File: src/rtl/bcd_clock_counter_gen_if.sv
// Signal bundle between bcd_clock_counter_gen and its driver; alarm signals
// exist only when BCD_CLOCK_ALARM_EN is defined.
interface bcd_clock_counter_gen_if;
    logic       i_ena;
    logic       i_mode24;
    logic       i_wr;
    logic [1:0] i_sel;
    logic [7:0] i_in;
    logic       o_pm;
    logic [7:0] o_hh;
    logic [7:0] o_mm;
    logic [7:0] o_ss;
    logic       o_mode24;
    logic       o_day;
    logic       o_err;
`ifdef BCD_CLOCK_ALARM_EN
    logic       i_awr;
    logic       i_aen;
    logic       o_alarm;

    modport master (output i_ena, i_mode24, i_wr, i_sel, i_in, i_awr, i_aen,
                    input  o_pm, o_hh, o_mm, o_ss, o_mode24, o_day, o_err, o_alarm);
    modport slave  (input  i_ena, i_mode24, i_wr, i_sel, i_in, i_awr, i_aen,
                    output o_pm, o_hh, o_mm, o_ss, o_mode24, o_day, o_err, o_alarm);
`else
    modport master (output i_ena, i_mode24, i_wr, i_sel, i_in,
                    input  o_pm, o_hh, o_mm, o_ss, o_mode24, o_day, o_err);
    modport slave  (input  i_ena, i_mode24, i_wr, i_sel, i_in,
                    output o_pm, o_hh, o_mm, o_ss, o_mode24, o_day, o_err);
`endif
endinterface

File: src/rtl/bcd_clock_counter_gen.sv
// Packed-BCD time-of-day counter with prescaler, runtime 12/24 h mode, checked
// writes and day pulse. Define BCD_CLOCK_ALARM_EN to add the alarm bank.
module bcd_clock_counter_gen #(
    parameter int TICKS_PER_SEC = 1,
    parameter bit MODE24_RST    = 1'b0
) (
    input logic                    i_clk,
    input logic                    i_reset,
    bcd_clock_counter_gen_if.slave bus
);
    localparam int PW = (TICKS_PER_SEC > 1) ? $clog2(TICKS_PER_SEC) : 1;
    localparam logic [PW-1:0] PMAX = PW'(TICKS_PER_SEC - 1);
    localparam logic [7:0] HH_RST = MODE24_RST ? 8'h00 : 8'h12;

    // i_ena is a single-cycle strobe with no back-pressure: it is consumed on
    // the edge where it is seen, or dropped when a mode conversion wins.
    logic [PW-1:0] presc, presc_n;
    logic [7:0]    ss, ss_n, mm, mm_n, hh, hh_n;
    logic          pm, pm_n, m24, m24_n, day, day_n, err, err_n;
    logic          fld_ok;
`ifdef BCD_CLOCK_ALARM_EN
    logic [7:0]    a_mm, a_mm_n, a_hh, a_hh_n;
    logic          a_pm, a_pm_n, alarm, alarm_n;
`endif

    function automatic logic [7:0] bcd_inc(input logic [7:0] v);
        if (v[3:0] == 4'd9) return {v[7:4] + 4'd1, 4'd0};
        else                return {v[7:4], v[3:0] + 4'd1};
    endfunction

    function automatic logic bcd_ok(input logic [7:0] v, input logic [7:0] lo,
                                    input logic [7:0] hi);
        return (v[7:4] <= 4'd9) && (v[3:0] <= 4'd9) && (v >= lo) && (v <= hi);
    endfunction

    function automatic logic [4:0] bcd2bin(input logic [7:0] v);
        return 5'(v[7:4]) * 5'd10 + 5'(v[3:0]);
    endfunction

    function automatic logic [7:0] bin2bcd(input logic [4:0] b);
        if (b >= 5'd20)      return {4'd2, 4'(b - 5'd20)};
        else if (b >= 5'd10) return {4'd1, 4'(b - 5'd10)};
        else                 return {4'd0, 4'(b)};
    endfunction

    function automatic logic [7:0] to24(input logic [7:0] h, input logic p);
        logic [4:0] b;
        b = bcd2bin(h);
        if (b == 5'd12) b = p ? 5'd12 : 5'd0;
        else if (p)     b = b + 5'd12;
        return bin2bcd(b);
    endfunction

    // Returns {pm, hh} in 12 h form.
    function automatic logic [8:0] to12(input logic [7:0] h);
        logic [4:0] b;
        b = bcd2bin(h);
        if (b == 5'd0)       return {1'b0, 8'h12};
        else if (b < 5'd12)  return {1'b0, bin2bcd(b)};
        else if (b == 5'd12) return {1'b1, 8'h12};
        else                 return {1'b1, bin2bcd(b - 5'd12)};
    endfunction

    always_comb begin
        case (bus.i_sel)
            2'b00, 2'b01: fld_ok = bcd_ok(bus.i_in, 8'h00, 8'h59);
            2'b10:        fld_ok = m24 ? bcd_ok(bus.i_in, 8'h00, 8'h23)
                                       : bcd_ok(bus.i_in, 8'h01, 8'h12);
            default:      fld_ok = 1'b1;
        endcase
    end

    always_comb begin
        presc_n = presc;
        ss_n    = ss;
        mm_n    = mm;
        hh_n    = hh;
        pm_n    = pm;
        m24_n   = m24;
        day_n   = 1'b0;
        err_n   = 1'b0;
`ifdef BCD_CLOCK_ALARM_EN
        a_mm_n  = a_mm;
        a_hh_n  = a_hh;
        a_pm_n  = a_pm;
        alarm_n = 1'b0;
`endif
        if (bus.i_mode24 != m24) begin
            m24_n = bus.i_mode24;
            if (bus.i_mode24) begin
                hh_n = to24(hh, pm);
                pm_n = 1'b0;
`ifdef BCD_CLOCK_ALARM_EN
                a_hh_n = to24(a_hh, a_pm);
                a_pm_n = 1'b0;
`endif
            end else begin
                {pm_n, hh_n} = to12(hh);
`ifdef BCD_CLOCK_ALARM_EN
                {a_pm_n, a_hh_n} = to12(a_hh);
`endif
            end
        end else if (bus.i_ena && bus.i_wr) begin
            if (!fld_ok) begin
                err_n = 1'b1;
`ifdef BCD_CLOCK_ALARM_EN
            end else if (bus.i_awr) begin
                case (bus.i_sel)
                    2'b01:   a_mm_n = bus.i_in;
                    2'b10:   a_hh_n = bus.i_in;
                    2'b11:   if (!m24) a_pm_n = bus.i_in[0];
                    default: ;
                endcase
`endif
            end else begin
                case (bus.i_sel)
                    2'b00:   ss_n = bus.i_in;
                    2'b01:   mm_n = bus.i_in;
                    2'b10:   hh_n = bus.i_in;
                    default: if (!m24) pm_n = bus.i_in[0];
                endcase
            end
        end else if (bus.i_ena) begin
            if (presc != PMAX) begin
                presc_n = presc + PW'(1);
            end else begin
                presc_n = '0;
                if (ss != 8'h59) begin
                    ss_n = bcd_inc(ss);
                end else begin
                    ss_n = 8'h00;
                    if (mm != 8'h59) begin
                        mm_n = bcd_inc(mm);
                    end else begin
                        mm_n = 8'h00;
                        if (m24) begin
                            if (hh == 8'h23) begin
                                hh_n  = 8'h00;
                                day_n = 1'b1;
                            end else begin
                                hh_n = bcd_inc(hh);
                            end
                        end else if (hh == 8'h11) begin
                            // 11:59:59 pm -> 12:00:00 am is the only midnight crossing
                            hh_n  = 8'h12;
                            pm_n  = ~pm;
                            day_n = pm;
                        end else if (hh == 8'h12) begin
                            hh_n = 8'h01;
                        end else begin
                            hh_n = bcd_inc(hh);
                        end
                    end
                end
`ifdef BCD_CLOCK_ALARM_EN
                alarm_n = bus.i_aen && (ss_n == 8'h00) && (hh_n == a_hh) &&
                          (mm_n == a_mm) && (pm_n == a_pm);
`endif
            end
        end
    end

    always_ff @(posedge i_clk) begin
        if (i_reset) begin
            presc <= '0;
            ss    <= 8'h00;
            mm    <= 8'h00;
            hh    <= HH_RST;
            pm    <= 1'b0;
            m24   <= MODE24_RST;
            day   <= 1'b0;
            err   <= 1'b0;
`ifdef BCD_CLOCK_ALARM_EN
            a_mm  <= 8'h00;
            a_hh  <= HH_RST;
            a_pm  <= 1'b0;
            alarm <= 1'b0;
`endif
        end else begin
            presc <= presc_n;
            ss    <= ss_n;
            mm    <= mm_n;
            hh    <= hh_n;
            pm    <= pm_n;
            m24   <= m24_n;
            day   <= day_n;
            err   <= err_n;
`ifdef BCD_CLOCK_ALARM_EN
            a_mm  <= a_mm_n;
            a_hh  <= a_hh_n;
            a_pm  <= a_pm_n;
            alarm <= alarm_n;
`endif
        end
    end

    assign bus.o_ss     = ss;
    assign bus.o_mm     = mm;
    assign bus.o_hh     = hh;
    assign bus.o_pm     = pm & ~m24;
    assign bus.o_mode24 = m24;
    assign bus.o_day    = day;
    assign bus.o_err    = err;
`ifdef BCD_CLOCK_ALARM_EN
    assign bus.o_alarm  = alarm;
`endif
endmodule
File: src/flat_wrapper.sv
// flat-port wrapper written by rule: the top's interface ports become plain ports
module bcd_clock_counter_gen_flat 
#(
    parameter int TICKS_PER_SEC = 1,
    parameter bit MODE24_RST    = 1'b0
)
  (i_clk, i_reset, bus_i_ena, bus_i_mode24, bus_i_wr, bus_i_sel, bus_i_in, bus_o_pm, bus_o_hh, bus_o_mm, bus_o_ss, bus_o_mode24, bus_o_day, bus_o_err);
  bcd_clock_counter_gen_if bus_i ();
  input logic i_clk;
  input logic i_reset;
  input wire logic [$bits(bus_i.i_ena)-1:0] bus_i_ena;
  input wire logic [$bits(bus_i.i_mode24)-1:0] bus_i_mode24;
  input wire logic [$bits(bus_i.i_wr)-1:0] bus_i_wr;
  input wire logic [$bits(bus_i.i_sel)-1:0] bus_i_sel;
  input wire logic [$bits(bus_i.i_in)-1:0] bus_i_in;
  output wire logic [$bits(bus_i.o_pm)-1:0] bus_o_pm;
  output wire logic [$bits(bus_i.o_hh)-1:0] bus_o_hh;
  output wire logic [$bits(bus_i.o_mm)-1:0] bus_o_mm;
  output wire logic [$bits(bus_i.o_ss)-1:0] bus_o_ss;
  output wire logic [$bits(bus_i.o_mode24)-1:0] bus_o_mode24;
  output wire logic [$bits(bus_i.o_day)-1:0] bus_o_day;
  output wire logic [$bits(bus_i.o_err)-1:0] bus_o_err;
  assign bus_i.i_ena = bus_i_ena;
  assign bus_i.i_mode24 = bus_i_mode24;
  assign bus_i.i_wr = bus_i_wr;
  assign bus_i.i_sel = bus_i_sel;
  assign bus_i.i_in = bus_i_in;
  assign bus_o_pm = bus_i.o_pm;
  assign bus_o_hh = bus_i.o_hh;
  assign bus_o_mm = bus_i.o_mm;
  assign bus_o_ss = bus_i.o_ss;
  assign bus_o_mode24 = bus_i.o_mode24;
  assign bus_o_day = bus_i.o_day;
  assign bus_o_err = bus_i.o_err;
  bcd_clock_counter_gen #(.TICKS_PER_SEC(TICKS_PER_SEC), .MODE24_RST(MODE24_RST)) u_core (.i_clk(i_clk), .i_reset(i_reset), .bus(bus_i));
endmodule
File: config.mk
export PLATFORM = sky130hd
export DESIGN_NAME = bcd_clock_counter_gen_flat
export DESIGN_NICKNAME = d
export VERILOG_FILES = /design/src/rtl/bcd_clock_counter_gen_if.sv /design/src/rtl/bcd_clock_counter_gen.sv /design/src/flat_wrapper.sv
export SDC_FILE = /design/constraint.sdc
export NUM_CORES = 1
export LEC_CHECK = 0
export CAP_MARGIN = 20
export CORE_ASPECT_RATIO = 0.5
export CORE_MARGIN = 2
export CORE_UTILIZATION = 41
export CTS_CLUSTER_SIZE = 16
export DETAILED_ROUTE_END_ITERATION = 10
export SLEW_MARGIN = 10
export SYNTH_ARGS = -nofsm -noshare
export SYNTH_HDL_FRONTEND = slang
export SYNTH_SLANG_ARGS = --single-unit
File: constraint.sdc
create_clock -name i_clk -period 4.27 [get_ports i_clk]
set_input_delay 0.854 -clock i_clk [delete_from_list [all_inputs] [get_ports i_clk]]
set_output_delay 0.854 -clock i_clk [all_outputs]
set_load 0.01 [all_outputs]
==> reports/qor.txt <==
WP data arrival -> 4.07 ns
Vias in the first global route -> 2,693
Worst hold path type -> flop to flop
Worst-margin pin slew -> 1.01 ns
Post-route cell area -> 3430 um^2
WP buf/inv -> 1
Mapped Nets -> 414
Status -> complete, no violations
Initial antenna violation count -> 0
Average wire per standard cell -> 16.5 um
Final setup skew -> 0.00336 ns
Reg2reg start -> u_core.bus.o_hh[4]
Clock transition at path regs -> 0.07 ns
I/O Pins -> 43
GRT Overall Usage -> 21.6%
Crit Path Class -> flop to flop
Hold path cells -> 2
Die area -> 7610 um^2
Width of the die -> 121 um
Die Y -> 62.7 um
Vias -> 2,932
Worst Setup End Kind -> flop
Maxcap violations -> 0
Postcts setup bufs -> 0
Cell area after synthesis -> 2820 um^2
Root buf cell -> clkbuf_16
Congestion Overflow GR -> 0
Clock period minus worst slack -> 3.90 ns
Syn avg cell area -> 7.59 um^2
Synth top cells by count -> nand2_1, nor2_1, o21ai_0, dfxtp_1, a21oi_1
Cells after Synth -> 372
Leakage power -> 1.37 nW
Crit start category -> flop
# resized after CTS -> 0
Cell variety after synth -> 65
Cell family with most CP delay -> adder cells
Worst EP required -> 4.44 ns
Hold Buf Count CTS -> 0
CTS tree -> built
Reg-to-reg slack, setup -> 0.37 ns
Cell repeated most along the worst path -> ha_1
Post-DP Area -> 3350 um^2
Vias per cell -> 5.83
IO Port Bufs -> 42
First-pass GRT wire length -> 13.4 mm
Synth top area share -> 19.8%
Fraction of layout cells with a size suffix above 1 -> 5.84%
Hold Crit Endpoint -> u_core.bus.o_ss[7]
Num Clock Sinks -> 28
Nets -> 454
Post-synthesis async set-or-reset flop share -> 0%
Leading post-synthesis cells by cell area -> dfxtp_1, ha_1, o21ai_0
Routed wire length -> 8.29 mm
Drt first pass iters -> 5
Pwr Density -> 868 nW/um^2
# H-tree levels -> 1
Main synth FF type -> dfxtp_1
Highest clock rate -> 256 MHz
Total CTS buffers -> 3
Post-route antenna net violation count -> 0
Max_slew headroom -> 32.2%
P&R area growth vs syn -> 21.6%
Core area -> 6670 um^2
Num rows -> 21
Worst R2R Path Depth -> 14
Number of flops mapped to enable cells by yosys -> 0
Yosys Warn Count -> 0
DP Wirelength -> 6.35 mm
Fillers -> 658
Largest voltage drop on the vdd net -> 0.373 mV
Share of the yosys chip area belonging to registers -> 19.8%
Ant. Diodes -> 0
Initial Util -> 42.3%
CP peak stage delay -> 0.52 ns
RSZ-0062 raised after global routing -> false
Crit path max fanout -> 9
GPL Wtd Cong -> 0.890
Final setup fails -> 0
DRT iter0 DRCs -> 212
FF-to-FF End -> u_core.bus.o_hh[1]
Fin crit share -> 91.5%
Critical Path Slowest Stage Cell -> dfxtp_1
Worst skew pair latency -> 0.27 ns
Worst hold start -> u_core.bus.o_ss[7]
Largest net degree at the start of global routing -> 29
Seq cells post-synth -> 28
Post-synth top area cell -> dfxtp_1
Clock Tree Buf Depth -> 2
Critical path, cell by cell -> ha_1, ha_1, xnor2_1, inv_1, ha_1, or3b_1, a211o_4, a31oi_1, and2b_4, ha_1, a21o_1, mux2i_4, mux2i_1, a31o_1
Final hold violations -> 0
DRC violation count after routing -> 0
Slew Limit Fails -> 0
Fin Setup TNS -> 0 ns
## where the power goes
part | internal, W | switching [W] | leakage (nW)
Sequential | 0.000289 | 0.0000592 | 0.228
Combinational | 0.00103 | 0.00136 | 1.10
Clock | 0.000144 | 0.000101 | 0.0442
Total | 0.00146 | 0.00152 | 1.37
## worst reg2reg max path: stages, from the launching register on
cell	delay (ns)
dfxtp_1	0.52
ha_1	0.30
ha_1	0.32
xnor2_1	0.16
inv_1	0.12
ha_1	0.27
or3b_1	0.43
a211o_4	0.36
a31oi_1	0.19
and2b_4	0.23
ha_1	0.24
a21o_1	0.20
mux2i_4	0.16
mux2i_1	0.09
a31o_1	0.21
## cell type report
class                   instances  area [um^2]  area share, %
inverters                      18         67.6           1.97
well taps                      92          115           3.35
multi-input cells             314         2140           62.4
clock buffers                   4         88.8           2.59
flip-flops and latches         28          561           16.3
repair buffers                 47          458           13.3
## placed cells by master, fill, tap and decap left out, types with 8 or more instances in the layout
master,n
nand2_1,37
nand3_1,16
xnor2_1,8
clkdlybuf4s50_1,42
nor2_1,37
ha_1,26
a21oi_1,27
a211oi_1,9
inv_1,18
o21ai_0,37
dfxtp_1,28
nor3_1,12
## flip-flops by register name, summed over array words and instances (netlist names)
name	cells
u_core.bus.o_day	1
u_core.pm	1
u_core.bus.o_ss	8
u_core.bus.o_mm	8
u_core.bus.o_err	1
u_core.bus.o_hh	8
u_core.bus.o_mode24	1
## routing by layer
layer,wire (um),up-vias,global-route usage (%)
met1,3980,1398,30.0
met2,3800,89,35.5
li1,-,1432,-
met3,420,13,3.19
met5,0,-,0
met4,93,0,4.60
## worst max path at each step
| stage | end | start | cells after the start |
|---|---|---|---|
| 6_report | u_core.bus.o_hh[1] | u_core.bus.o_hh[4] | 14 |
| 5_1_grt | u_core.bus.o_hh[1] | u_core.bus.o_hh[4] | 14 |
| 3_5_place_dp | u_core.bus.o_hh[1] | u_core.bus.o_hh[4] | 14 |
| 2_1_floorplan | u_core.bus.o_hh[1] | u_core.bus.o_hh[4] | 14 |
| 3_3_place_gp | u_core.bus.o_hh[1] | u_core.bus.o_hh[4] | 14 |
| 4_1_cts | u_core.bus.o_hh[1] | u_core.bus.o_hh[4] | 14 |
## cells by family after synthesis
kind of cell,share of synthesized area [%]
XOR/XNOR,6.03
AND/OR/NAND/NOR,27.5
adder cells (fa/ha/maj),12.2
AO/OA/AOI/OAI,26.1
buffers and inverters,4.21
multiplexers,4.08
flip-flops,19.8
## per-stage QoR
step | power [W] | cells | hold slack (ns) | utilization [%] | setup WS, ns
after floorplan | 0.00214 | 372 | 0.519 | - | 0.501
after global placement | 0.00269 | 499 | 0.493 | 50.1 | 0.492
after detailed placement | 0.00269 | 499 | 0.513 | 50.1 | 0.398
after CTS | 0.00295 | 503 | 0.529 | 51.5 | 0.378
after global routing | 0.00321 | 503 | 0.559 | 51.5 | 0.131
final | 0.00298 | 503 | 0.531 | 51.5 | 0.365
Power figures use the tool's default switching activity.
